### config.mk
export PLATFORM = sky130hd
export DESIGN_NAME = game_sequencer
export DESIGN_NICKNAME = d
export VERILOG_FILES = /design/src/rtl/game_sequencer.sv
export SDC_FILE = /design/constraint.sdc
export NUM_CORES = 1
export LEC_CHECK = 0
export BUFFER_PORTS_ARGS = -buffer_cell sky130_fd_sc_hd__buf_2
export CORE_MARGIN = 2
export CORE_UTILIZATION = 55
export CTS_BUF_LIST = sky130_fd_sc_hd__clkbuf_4
export DETAILED_ROUTE_END_ITERATION = 10
export GPL_TIMING_DRIVEN = 0
export PLACE_DENSITY = 0.74
export SYNTH_ARGS = -nofsm -noshare
export SYNTH_HDL_FRONTEND = slang
export SYNTH_SLANG_ARGS = --single-unit
### constraint.sdc
create_clock -name clk_pix -period 3.7 [get_ports clk_pix]
set_input_delay 0.555 -clock clk_pix [delete_from_list [all_inputs] [get_ports clk_pix]]
set_output_delay 0.555 -clock clk_pix [all_outputs]
set_load 0.1 [all_outputs]
### src/rtl/game_sequencer.sv
// game_sequencer: top-level SuperFrog game FSM.
// Sequences ATTRACT -> START -> PLAY -> DYING -> RESPAWN/OVER and owns lives,
// the saturating score and the meteor fall-speed level.
// Optional feature macro: PAUSE_EN (adds PAUSE state entered/left by start in PLAY).
// All outputs are registered; the FSM state itself is exposed on 'state'.
module game_sequencer #(
  parameter int LIVES       = 3,
  parameter int DIE_FRAMES  = 60,
  parameter int OVER_FRAMES = 300,
  parameter int LEVEL_PTS   = 10,
  parameter int BASE_SPEED  = 1,
  parameter int MAX_SPEED   = 6
) (
  input  logic       clk_pix,
  input  logic       rst_pix,
  input  logic       frame,
  input  logic       btn_start,
  input  logic       collide,
  input  logic       score_tick,
  output logic [2:0] state,
  output logic       run,
  output logic       world_rst,
  output logic       frog_fall,
  output logic       frog_vis,
  output logic [3:0] fall_speed,
  output logic [7:0] score,
  output logic [2:0] lives,
  output logic       game_over
);

  typedef enum logic [2:0] {
    S_ATTRACT = 3'd0,
    S_START   = 3'd1,
    S_PLAY    = 3'd2,
    S_DYING   = 3'd3,
    S_RESPAWN = 3'd4,
    S_OVER    = 3'd5,
    S_PAUSE   = 3'd6
  } state_t;

  localparam int TW = 16;
  localparam logic [TW-1:0] DIE_LAST  = TW'(DIE_FRAMES);
  localparam logic [TW-1:0] OVER_LAST = TW'(OVER_FRAMES);
  localparam logic [7:0]    LVL_LAST  = 8'(LEVEL_PTS - 1);
  localparam logic [7:0]    SPAN      = 8'(MAX_SPEED - BASE_SPEED);

  state_t          st, st_nx;
  logic [TW-1:0]   timer, timer_nx, timer_inc;
  logic            btn_q;
  logic            start_rise;
  logic [7:0]      level;
  logic [7:0]      lvl_cnt;
  logic [3:0]      speed_nx;

  assign start_rise = btn_start & ~btn_q;
  assign timer_inc  = timer + 1'b1;
  assign state      = st;

  // Speed follows the level counter, clamped at the ceiling.
  assign speed_nx = (level >= SPAN) ? 4'(MAX_SPEED) : 4'(BASE_SPEED) + level[3:0];

  // Next-state and frame-timer logic; a state change always restarts the timer.
  always_comb begin
    st_nx    = st;
    timer_nx = timer;
    case (st)
      S_ATTRACT: if (start_rise) st_nx = S_START;
      S_START:   st_nx = S_PLAY;
      S_PLAY: begin
        if (collide) st_nx = S_DYING;
`ifdef PAUSE_EN
        else if (start_rise) st_nx = S_PAUSE;
`endif
      end
      S_DYING: begin
        if (frame && (timer_inc == DIE_LAST))
          st_nx = (lives == 3'd0) ? S_OVER : S_RESPAWN;
      end
      S_RESPAWN: st_nx = S_PLAY;
      S_OVER: begin
        if (start_rise) st_nx = S_START;
        else if (frame && (timer_inc == OVER_LAST)) st_nx = S_ATTRACT;
      end
`ifdef PAUSE_EN
      S_PAUSE: if (start_rise) st_nx = S_PLAY;
`endif
      default: st_nx = S_ATTRACT;
    endcase
    if (st_nx != st)
      timer_nx = '0;
    else if (frame && ((st == S_DYING) || (st == S_OVER)))
      timer_nx = timer_inc;
  end

  // State register, timer, start-edge sample and registered state-decoded outputs.
  always_ff @(posedge clk_pix) begin
    if (rst_pix) begin
      st        <= S_ATTRACT;
      timer     <= '0;
      btn_q     <= 1'b0;
      run       <= 1'b0;
      world_rst <= 1'b0;
      frog_fall <= 1'b0;
      frog_vis  <= 1'b1;
      game_over <= 1'b0;
    end else begin
      st        <= st_nx;
      timer     <= timer_nx;
      btn_q     <= btn_start;
      run       <= (st_nx == S_PLAY);
      world_rst <= (st_nx == S_START) || (st_nx == S_RESPAWN);
      frog_fall <= (st_nx == S_DYING);
      frog_vis  <= (st_nx == S_DYING) ? timer_nx[3] : 1'b1;
      game_over <= (st_nx == S_OVER);
    end
  end

  // Score, level counter, lives and fall speed; only PLAY lets score and lives move.
  always_ff @(posedge clk_pix) begin
    if (rst_pix || (st == S_START)) begin
      score      <= 8'd0;
      level      <= 8'd0;
      lvl_cnt    <= 8'd0;
      lives      <= 3'(LIVES);
      fall_speed <= 4'(BASE_SPEED);
    end else begin
      if ((st == S_PLAY) && score_tick && (score != 8'hFF)) begin
        score <= score + 8'd1;
        if (lvl_cnt == LVL_LAST) begin
          lvl_cnt <= 8'd0;
          level   <= level + 8'd1;
        end else begin
          lvl_cnt <= lvl_cnt + 8'd1;
        end
      end
      if ((st == S_PLAY) && collide)
        lives <= lives - 3'd1;
      fall_speed <= speed_nx;
    end
  end

endmodule
Yosys cells after proc, flatten, opt, wreduce, memory -nomap -nowiden --
Cells that the tools add are included.
Storage, ports and cells: output and inout port bits 23, bits of input ports 6, register bits after elaboration 56, logic and storage cells 67
Cells by class: bitwise operators 3, equality and inequality tests 15, multiplexer cells 11, reductions and logical operators 16, add/sub/neg operators 6, magnitude comparators 1
Operators with widths (count):
- adder 8 x 1 -> 8 bit, second input constant | 3
- 2-to-1 mux 3 bit | 6
- adder 16 x 1 -> 16 bit, second input constant | 1
- equality test 16 x 6 -> 1 bit, second input constant | 1
- equality test 16 x 9 -> 1 bit, second input constant | 1
- one-hot mux 3 bit (5 select lines) | 1
- equality test 3 x 2 -> 1 bit, second input constant | 4
- equality test 3 bit, second input constant | 4
- equality test 8 x 4 -> 1 bit, second input constant | 1
- greater-or-equal comparator 8 x 3 -> 1 bit, second input constant | 1
- 2-to-1 mux 4 bit | 2
- 2-to-1 mux 8 bit | 1
- inequality test 8 bit, second input constant | 1
- OR reduction 2 bit | 4
- equality test 3 x 1 -> 1 bit, second input constant | 2
- logical AND 1 bit | 6
- zero test 3 bit | 2
- adder 1 x 4 -> 4 bit, first input constant | 1
- logical OR 1 bit | 3
- inequality test 3 bit | 1
- subtractor 3 x 1 -> 3 bit, second input constant | 1
- NOT 1 bit | 2
- AND reduction 2 bit | 1
- bitwise AND 1 bit | 1
- 2-to-1 mux 1 bit | 1

Longest topological paths before layout --
depth after elaboration 9, depth in mapped cells 9, gate-level depth less buffers 8

Worst setup path after synthesis --
OpenSTA, ideal clock, no wires.
path kind register to register, from reg score[0], to reg lvl_cnt[1], required time 3614 ps, clock period less this slack 2800 ps, setup slack 900 ps, path buffers 2, data arrival time 2714 ps, cell stages (with the launch flop) 9, cells stage by stage dfxtp_1 ha_1 and4_1 a41oi_1 and3_1 clkbuf_1 or2_2 clkbuf_1 a211oi_1
Between the ends: longest elaborated chain between the ends 2
Ends and longest elaborated chain:
- from (decl) | RTL line 26 | output logic [7:0] score,
- from (signal assigned) | RTL line 128 | score <= score + 8'd1;
- inequality test 8 bit | RTL line 127 | if ((st == S_PLAY) && score_tick && (score != 8'hFF)) begin
- logical AND 1 bit | RTL line 127
- to (signal assigned) | RTL line 133 | lvl_cnt <= lvl_cnt + 8'd1;
- to (decl) | RTL line 52 | logic [7:0] lvl_cnt;
No other way between the ends. A chain may end at the register's enable or synchronous reset.

Worst setup path after layout --
from reg timer[0], to reg timer[7]
Between the ends: longest elaborated chain between the ends 8
Ends and longest elaborated chain:
- from (decl) | RTL line 48 | logic [TW-1:0] timer, timer_nx, timer_inc;
- from (signal assigned) | RTL line 108 | timer <= timer_nx;
- adder 16 x 1 -> 16 bit * | RTL line 56 | assign timer_inc = timer + 1'b1;
- equality test 16 x 9 -> 1 bit | RTL line 82 | else if (frame && (timer_inc == OVER_LAST)) st_nx = S_ATTRACT;
- logical AND 1 bit | RTL line 82
- 2-to-1 mux 3 bit | RTL line 82
- 2-to-1 mux 3 bit | RTL line 81 | if (start_rise) st_nx = S_START;
- one-hot mux 3 bit (5 select lines) | RTL line 66 | case (st)
- inequality test 3 bit | RTL line 89 | if (st_nx != st)
- OR reduction 2 bit (no source line)
Every way passes the cells marked *; elsewhere a longest branch is shown, timed or not.

==> reports/results.txt <==
Most common flop cell mapped by yosys = dfxtp_1
Max-Cap Viols = 0
Postcts setup bufs = 0
P&R area growth vs syn = 10.4%
CTS root buf = clkbuf_4
RSZ-0062 raised after global routing = no
TritonRoute pass-1 iters = 4
Post-DP HPWL = 3710 µm
FMAX = 360 MHz
Num rows = 25
Vias in the first global route = 1,970
Avg WL per Cell = 12.1 µm
Worst Skew = 0.00653 ns
Slew margin rel. = 66.4%
Slew Limit Fails = 0
Layout cells sized above 1 = 13.9%
Static Leak = 0.00120 µW
Status = finished clean
Minimum clock period = 2.78 ns
Starting Density = 57.3%
Later-pin clock latency in the skew report = 0.38 ns
H-tree depth = 2
Cell chain of the critical path = ha_1 > nand3_2 > o41ai_2 > nand3_1 > nor4b_4 > a21oi_1 > o311ai_4 > buf_6 > nor2_1
Post-Syn Area = 2710 µm²
Hold slack = 0.381 ns
Critical path class = reg2reg
Critical Path Fanout Max = 10
Flops & latches, synth = 56
I/O Buffers = 28
Post-CTS resize count = 0
TritonCTS Sinks = 56
Register area share after synthesis = 41.4%
Antenna Violating Nets Remaining = 0
Fin crit share = 75.1%
CP max stage cell = nor4b_4
Largest area contributor in the netlist = dfxtp_1
Setup TNS = 0 ns
CP Capture Type = register
Critical Path RT = 3.99 ns
Worst-Margin Slew = 0.504 ns
Die width = 74.2 µm
Die ar. = 5500 µm²
Synth top area share = 41.4%
Final setup viols = 0
DRC = 0
Highest routed layer = met4
Tot Pwr = 1020 µW
Post-synth EDFFs = 0
Ant diodes = 0
Met2 wire length = 2430 µm
Post-synthesis cell type count = 47
Tot GR Track Use = 19.9%
Boundary Pins = 29
Cts bufs inserted = 5
Largest net degree at the start of global routing = 16
Syn nets = 325
Gr ovfl total = 0
Post-Syn Area per Cell = 8.73 µm²
Ranking of synthesized cells by area = dfxtp_1, xor2_1, nor2_1
Drt via density = 5.17
WP buf/inv = 1
Critical Path Start Type = register
CTS tree = built
Die height = 74.2 µm
Pwr dens = 341 nW/µm²
DRT iter0 DRCs = 108
Max incr delay on CP = 0.49 ns
Clock buffer depth = 2
Final hold violation count = 0
WL met3 = 178 µm
# nets final = 360
Crit path DAT = 3.07 ns
Cell count after synthesis = 310
First-pass GRT wire length = 8460 µm
Fin util = 63.3%
Vias after detailed routing = 2,134
HP Class = in2reg
Synth warnings = 0
Final wirelength = 5010 µm
Global placement routability congestion = 0.829
Clock slew seen by the registers of the worst setup and hold paths = 0.15 ns
CTS hold repair buffers = 0
Initial antenna violation count = 0
Peak supply drop = 0.000265 V
Fraction of registers with async set/reset = 0%
M1 WL = 2320 µm
Delay-heaviest family, CP = compound AO/OA/AOI/OAI gates
Core Region = 4720 µm²
-- through the flow --
stage	setup WS, ns	instance area, µm²	cells
floorplan	0.900	2710	310
finish	0.920	2990	413
detailed placement	0.965	2930	405
global placement	0.970	2930	405
CTS	0.932	2990	413
global route	0.684	2990	413
-- flip-flops by register name (all words and copies together), names as in the netlist --
register	cells
world_rst	1
game_over	1
lives	3
score	8
run	1
timer	16
fall_speed	4
btn_q	1
level	8
lvl_cnt	8
frog_fall	1
state	3
frog_vis	1
-- routing by layer --
metal | vias to the layer above | GRT usage, %
li1 | 1117 | -
met1 | 975 | 24.2
met2 | 33 | 33.8
met3 | 9 | 5.42
met4 | 0 | 7.07
met5 | - | 0
-- area by class of cell --
class / instances / area, µm²
Sequential cell: 56 / 1120
Clock buffer: 7 / 52.6
Fill cell: 426 / 1740
Clock inverter: 1 / 3.75
Multi-Input combinational cell: 232 / 1490
Tap cell: 67 / 83.8
Buffer: 13 / 61.3
Inverter: 9 / 33.8
Timing Repair Buffer: 28 / 140
-- where the power goes --
part,internal [µW],switching (µW)
Combinational,31.5,102
Clock,88.3,181
Sequential,612,5.25
-- cell usage in the layout (no fill, tap or decap), types with 3 or more instances in the layout --
| cell | instances |
|---|---|
| a21oi_1 | 5 |
| and2_1 | 3 |
| and3_1 | 4 |
| and4_1 | 3 |
| buf_2 | 28 |
| clkbuf_1 | 9 |
| clkbuf_4 | 7 |
| dfxtp_1 | 56 |
| ha_1 | 9 |
| inv_1 | 9 |
| nand2_1 | 17 |
| nand2b_1 | 4 |
| nand3_1 | 15 |
| nand4_1 | 12 |
| nor2_1 | 65 |
| nor3_1 | 9 |
| nor4_1 | 3 |
| xnor2_1 | 17 |
| xor2_1 | 29 |
-- Yosys cell counts (3+ instances only) --
cell and number:
a21oi_1 5, and2_1 3, and3_1 4, and4_1 3
clkbuf_1 9, dfxtp_1 56, ha_1 9, inv_1 9
nand2_1 17, nand2b_1 4, nand3_1 15, nand4_1 12
nor2_1 65, nor3_1 9, nor4_1 3, xnor2_1 17
xor2_1 29
-- final timing paths --
path	startpoint	endpoint	slack [ns]	cells after the start
worst max-delay path	timer[0]$_SDFFE_PP0P_	timer[7]$_SDFFE_PP0P_	0.92	9
worst min-delay path	rst_pix	state[2]$_SDFF_PP0_	0.38	2
worst max register to register	timer[0]$_SDFFE_PP0P_	timer[7]$_SDFFE_PP0P_	0.92	9
worst min register to register	timer[1]$_SDFFE_PP0P_	timer[1]$_SDFFE_PP0P_	0.49	2
-- kinds of logic (layout without fill, tap and decap cells) --
family          after synthesis  in the layout  share of synthesized area [%]
compound gates               24             24                           7.30
xor+xnor                     46             46                           14.9
fa+ha+maj                     9              9                           4.16
buf+inv                      22             58                           3.51
flops                        56             56                           41.4
mux                           2              2                          0.739
simple gates                151            151                           28.0
Power figures use the tool's default switching activity.
